[src/rtl/y86_mem_arbiter.sv]
// y86_mem_arbiter: round-robin arbiter sharing the y86 memory bus between two
// masters. One transaction at a time. The bus is held for LAT cycles, then a
// one-cycle done pulse is sent to the owning requester.
module y86_mem_arbiter #(
    parameter int LAT = 2
) (
    input  logic        clk,
    input  logic        rst,
    input  logic        req0,
    input  logic        req1,
    input  logic        we0,
    input  logic        we1,
    input  logic [31:0] addr0,
    input  logic [31:0] addr1,
    input  logic [31:0] wdata0,
    input  logic [31:0] wdata1,
    output logic        gnt0,
    output logic        gnt1,
    output logic        done0,
    output logic        done1,
    output logic [31:0] rdata,
    output logic        owner,
    output logic [31:0] bus_A,
    output logic [31:0] bus_out,
    output logic        bus_WE,
    output logic        bus_RE,
    input  logic [31:0] bus_in
);

    localparam int CNT_W = (LAT < 1) ? 1 : $clog2(LAT + 1);
    localparam logic [CNT_W-1:0] CNT_LOAD = CNT_W'(LAT - 1);

    if (LAT < 1) begin : g_lat_check
        $error("y86_mem_arbiter: LAT must be >= 1");
    end

    typedef enum logic [1:0] {
        IDLE = 2'd0,
        BUSY = 2'd1,
        RESP = 2'd2
    } state_t;

    state_t           state;
    logic [CNT_W-1:0] cnt;
    logic             winner;

    // Pick the winner. A lone requester wins. On a tie, the requester that
    // did not own the previous transaction wins.
    always_comb begin
        winner = (req0 && req1) ? ~owner : req1;
    end

    // Arbiter FSM. The bus outputs double as the latched transaction fields,
    // so every output is registered.
    always_ff @(posedge clk) begin
        if (rst) begin
            state   <= IDLE;
            cnt     <= '0;
            gnt0    <= 1'b0;
            gnt1    <= 1'b0;
            done0   <= 1'b0;
            done1   <= 1'b0;
            rdata   <= '0;
            owner   <= 1'b1;
            bus_A   <= '0;
            bus_out <= '0;
            bus_WE  <= 1'b0;
            bus_RE  <= 1'b0;
        end else begin
            case (state)
                IDLE: begin
                    done0 <= 1'b0;
                    done1 <= 1'b0;
                    if (req0 || req1) begin
                        owner   <= winner;
                        cnt     <= CNT_LOAD;
                        gnt0    <= ~winner;
                        gnt1    <= winner;
                        bus_A   <= winner ? addr1  : addr0;
                        bus_out <= winner ? wdata1 : wdata0;
                        bus_WE  <= winner ? we1    : we0;
                        bus_RE  <= winner ? ~we1   : ~we0;
                        state   <= BUSY;
                    end
                end
                BUSY: begin
                    gnt0 <= 1'b0;
                    gnt1 <= 1'b0;
                    if (cnt == '0) begin
                        if (bus_RE) begin
                            rdata <= bus_in;
                        end
                        bus_A   <= '0;
                        bus_out <= '0;
                        bus_WE  <= 1'b0;
                        bus_RE  <= 1'b0;
                        done0   <= ~owner;
                        done1   <= owner;
                        state   <= RESP;
                    end else begin
                        cnt <= cnt - CNT_W'(1);
                    end
                end
                RESP: begin
                    done0 <= 1'b0;
                    done1 <= 1'b0;
                    state <= IDLE;
                end
                default: begin
                    state <= IDLE;
                end
            endcase
        end
    end

endmodule
[config.mk]
export PLATFORM = sky130hd
export DESIGN_NAME = y86_mem_arbiter
export DESIGN_NICKNAME = d
export VERILOG_FILES = /design/src/rtl/y86_mem_arbiter.sv
export SDC_FILE = /design/constraint.sdc
export NUM_CORES = 1
export LEC_CHECK = 0
export BUFFER_PORTS_ARGS = -buffer_cell sky130_fd_sc_hd__buf_4
export CORE_MARGIN = 2
export CORE_UTILIZATION = 44
export CTS_CLUSTER_DIAMETER = 60
export DETAILED_ROUTE_END_ITERATION = 10
export MAX_ROUTING_LAYER = met4
export PLACE_DENSITY = 0.91
export SYNTH_ARGS = -nofsm -noshare
export SYNTH_HDL_FRONTEND = slang
export SYNTH_SLANG_ARGS = --single-unit
[constraint.sdc]
create_clock -name clk -period 2.3 [get_ports clk]
set_clock_uncertainty 0.1 [all_clocks]
set_input_delay 0 -clock clk [delete_from_list [all_inputs] [get_ports clk]]
set_output_delay 0 -clock clk [all_outputs]
set_load 0.05 [all_outputs]
==> qor.tcl, run 1 <==
set qor(mappedNetlistNets) 588
set qor(synth_top_area_share) 0.460
set qor(gp_congestion) 0.783
set qor(netlist_top_cells_area) {dfxtp_1 46%, o2bb2ai_2 19%, mux2i_1 14%, nand2_1 5.5%, a21oi_1 3.7%}
set qor(starting_utilization_of_the_core_area) 0.451
set qor(postSynthRegisterBits) 107
set qor(rows) 37
set qor(post_cts_resized) 0
set qor(synthesis.yosys.warnings) 0
set qor(pin_count) 269
set qor(cts_inserted_buffers) 9
set qor(post_cts.repair.setup_buffers) 0
set qor(clk_path_buf_depth) 2
set qor(mapped_cell_area_um2) 4660
set qor(synth-seq-area-share) 0.460
set qor(hpwlAfterDp_um) 10500
set qor(postSynth.asyncResetShare) 0
set qor(clock_tree.htree_level_count) 3
set qor(outcome) {did not finish}
set qor(count_of_flip_flops_with_a_built_in_enable_after_synthesis) 0
set qor(fp.dieH_um) 107
set qor(post_synth_inst_count) 421
set qor(post_cts_hold_buffer_count) 165
set qor(ctsRootBufferMaster) {clkbuf_8}
set qor(ys_types) 29
set qor(cts_num_sinks) 107
set qor(synth.largest_area_cell) {dfxtp_1}
set qor(failed_stage) {4_1_cts}
set qor(die-width_um) 107
set qor(syn_area_per_cell_um2) 11.1
set qor(synth_top_flop_cell) {dfxtp_1}
set qor(numPortBuffers) 268
set qor(toolErrorMsg) {[ERROR RSZ-0060] Max buffer count reached.}
synthesized netlist by cell type, types with 2 or more instances:
cell       count
dfxtp_1      107
nand2_1       68
mux2i_1       65
o2bb2ai_2     60
a21oi_1       34
nor2_1        19
buf_2         16
buf_6          9
clkbuf_1       9
inv_1          7
o2bb2ai_1      4
nand2b_1       2
nor2b_1        2
nor3_1         2
nor3_2         2
o21ai_0        2
kinds of logic after synthesis:
group           count (synthesis)  share of synthesized area
buf+inv                        41                     0.0519
simple gates                   99                     0.0900
flops                         107                      0.460
fa+ha+maj                       1                    0.00269
mux                            66                      0.142
compound gates                107                      0.253
per-stage QoR:
step | setup WS (ns) | instances | instance area, um^2 | utilization
2_1_floorplan | 0.530 | 421 | 4660 | -
3_3_place_gp | 0.658 | 800 | 6750 | 0.654
3_5_place_dp | 0.582 | 800 | 6750 | 0.654
==> run 2, diff against run 1 <==
--- a/config.mk
+++ b/config.mk
@@ -7,11 +7,9 @@
 export LEC_CHECK = 0
 export BUFFER_PORTS_ARGS = -buffer_cell sky130_fd_sc_hd__buf_4
 export CORE_MARGIN = 2
-export CORE_UTILIZATION = 44
-export CTS_CLUSTER_DIAMETER = 60
+export CORE_UTILIZATION = 30
 export DETAILED_ROUTE_END_ITERATION = 10
-export MAX_ROUTING_LAYER = met4
-export PLACE_DENSITY = 0.91
+export PLACE_DENSITY_LB_ADDON = 0.15
 export SYNTH_ARGS = -nofsm -noshare
 export SYNTH_HDL_FRONTEND = slang
 export SYNTH_SLANG_ARGS = --single-unit
==> run 2 against run 1 <==
  * The flow now finishes without violations
  * Area after synthesis stayed put
  * Synthesized cell count unchanged
==> qor.tcl, run 2 <==
set qor(outcome) {completed}
set qor(gp_congestion) 0.731 ;# -6.6%
set qor(antenna_cells_inserted) 0
set qor(power.combinational.fraction) 0.331
set qor(postSynthRegisterBits) 107 ;# unchanged
set qor(rows) 45 ;# +22%
set qor(core_um2) 15200
set qor(placed_cells) 862 ;# +7.8%
set qor(setup_ws_ns) 0.235
set qor(cts_inserted_buffers) 9 ;# unchanged
set qor(clock_tree.htree_level_count) 3 ;# unchanged
set qor(synth_top_area_share) 0.460 ;# unchanged
set qor(remaining_drc_errors) 0
set qor(switchingPower_mw) 1.80
set qor(syn_area_per_cell_um2) 11.1 ;# unchanged
set qor(rsz0062_at_grt) {no}
set qor(mappedNetlistNets) 588 ;# unchanged
set qor(synth.largest_area_cell) {dfxtp_1}
set qor(numPortBuffers) 268 ;# unchanged
set qor(crit_fanout) 18
set qor(layout_worst_path_cycle_share) 0.898
set qor(post_synth_most_frequent_cells) {107 x dfxtp_1, 68 x nand2_1, 65 x mux2i_1}
set qor(synthesis.yosys.warnings) 0 ;# unchanged
set qor(pin_count_of_the_biggest_net_entering_global_routing) 57
set qor(overflow) 0
set qor(hpwlAfterDp_um) 10100 ;# -3.6%
set qor(ctsRootBufferMaster) {clkbuf_16}
set qor(dr_total_vias) 4761
set qor(area_delta_synth_final_pct) 90.8
set qor(report.final.setup_viol) 0
set qor(cts_num_sinks) 107 ;# unchanged
set qor(finalPower_mw) 5.64
set qor(postLayoutCellArea_um2) 8880
set qor(clk_latency_ns) 0.35
set qor(synth_top_flop_cell) {dfxtp_1}
set qor(cap_violations) 0
set qor(worstPathRequired_ns) 2.43
set qor(yosysMostFrequentCell) {dfxtp_1}
set qor(layout.cells.non_filler) 1042
set qor(clk_path_buf_depth) 2 ;# unchanged
set qor(intPower_mw) 3.84
set qor(floorplan.die_area_um2) 16500
set qor(power.switching_fraction) 0.319
set qor(synth-seq-area-share) 0.460 ;# unchanged
set qor(detail-route-antenna-nets) 0
set qor(largestRegisters) {bus_A x32, bus_out x32, rdata x32}
set qor(p_leak_nw) 3.90
set qor(peakVddDrop_uv) 405
set qor(drt_iter0_drc) 128
set qor(worstSetupPathType) {register to register}
set qor(ys_types) 29 ;# unchanged
set qor(power_frac_seq) 0.376
set qor(final_layout_size_suffix_gt1_frac) 0.433
set qor(final_net_count) 1017
set qor(final_hold_viol_count) 0
set qor(part_of_the_power_in_the_clock_network) 0.293
set qor(grt_util_all_layers) 0.182
set qor(die-width_um) 129 ;# +20%
set qor(finalCoreUtilization) 0.584
set qor(post_synth_inst_count) 421 ;# unchanged
set qor(final_cell_mix) {282 x buf_4, 164 x dlygate4sd3_1, 107 x dfxtp_1, 68 x nand2_1, 65 x mux2i_1}
set qor(min_path_type) {primary input to register}
set qor(placedInstanceArea_um2) 6920 ;# +2.4%
set qor(slew-limit-headroom) 0.705
set qor(peak_clock_frequency_supported_by_timing_mhz) 484
set qor(hold_worst_slack_ns) 0.0298
set qor(postSynth.asyncResetShare) 0 ;# unchanged
set qor(worstSetupStartpointType) {register}
set qor(pin_count) 269 ;# unchanged
set qor(avgRoutedWirePerCell_um) 15.0
set qor(clk_pin_slew_ns) 0.07
set qor(cts_tree) {built}
set qor(layout.cells.most_common) {buf_4}
set qor(number_of_detailed_route_iterations_in_the_first_pass) 4
set qor(starting_utilization_of_the_core_area) 0.306 ;# -0.145
set qor(pre_cts_slack_ns) 0.473 ;# -0.109 ns
set qor(fp.dieH_um) 129 ;# +20%
set qor(cellPowerDensity_nw_per_um2) 635
set qor(wire_length_of_the_first_global_routing_pass_um) 23800
set qor(worst_slew_pin_slew_ns) 0.442
set qor(grt_antenna_before_repair) 0
set qor(arrival_ns) 2.19
set qor(nFillCells) 1234
set qor(mapped_cell_area_um2) 4660 ;# unchanged
set qor(finalCriticalPeriod_ns) 2.06
set qor(wl_um) 15600
set qor(count_of_flip_flops_with_a_built_in_enable_after_synthesis) 0 ;# unchanged
set qor(endpoint_kind) {register}
set qor(grt_pass1_vias) 4874
set qor(detail_route.vias_per_cell) 4.57
set qor(maxSlewViolCount) 0
set qor(netlist_top_cells_area) {dfxtp_1 46%, o2bb2ai_2 19%, mux2i_1 14%, nand2_1 5.5%, a21oi_1 3.7%}
set qor(tns_ns) 0
[run 2: cell counts after synthesis]
No cell type changed its count.
[run 2: logic make-up (layout without fill, tap and decap cells)]
group / Yosys count / in the layout / synth area share
compound gates: 107 / 107 / 0.253
fa+ha+maj: 1 / 1 / 0.00269
buf+inv: 41 / 474 / 0.0519
flops: 107 / 107 / 0.460
mux: 66 / 66 / 0.142
simple gates: 99 / 99 / 0.0900
[run 2: routing by layer]
layer	global-route usage	part of all wire	vias up
met4	0.0754	0.024	0
met1	0.200	0.39	2197
met2	0.337	0.52	175
met3	0.0416	0.063	26
met5	0	0	-
li1	-	-	2363
[run 2: what timing repair did]
action | CTS | global route
hold buffers | 164 | 0
setup buffers | 0 | 1
resized for setup | 0 | 0
setup endpoints to repair | 0 | 23
endpoints found under the hold margin | 99 | 0
[run 2: final timing paths]
kind	slack, ns	from	endpoint	cells after the start
worst max-delay path	0.24	owner	bus_A[21]	6
worst min-delay path	0.03	we1	bus_WE	5
worst max register to register	0.24	owner	bus_A[21]	6
worst min register to register	0.36	rdata[26]	rdata[26]	2
[run 2: worst max-delay path, stage by stage (launching register included)]
cell and delay [ns]:
dfxtp_1 0.38, a21boi_4 0.24, buf_12 0.18, buf_12 0.18, mux2i_1 0.21, dlygate4sd3_1 0.60
o2bb2ai_2 0.06
[run 2: cell type report]
type / instances / area, um^2 / area share
repair buffers: 452 / 3880 / 0.437
multi-input cells: 273 / 2290 / 0.257
flip-flops and latches: 107 / 2140 / 0.241
clock buffers: 11 / 243 / 0.0273
well taps: 188 / 235 / 0.0265
clock inverters: 4 / 73.8 / 0.00831
inverters: 7 / 26.3 / 0.00296
[run 2: power by group through the flow]
| stage | Sequential, mW | Clock [mW] | Combinational (mW) |
|---|---|---|---|
| 6_report | 2.12 | 1.65 | 1.87 |
| 5_1_grt | 2.14 | 1.79 | 1.97 |
| 4_1_cts | 2.12 | 1.71 | 1.87 |
| 3_5_place_dp | 2.16 | 0 | 1.59 |
| 3_3_place_gp | 2.16 | 0 | 1.57 |
| 2_1_floorplan | 2.64 | 0 | 0.517 |
Note: power is estimated with default switching activity, not from simulation.
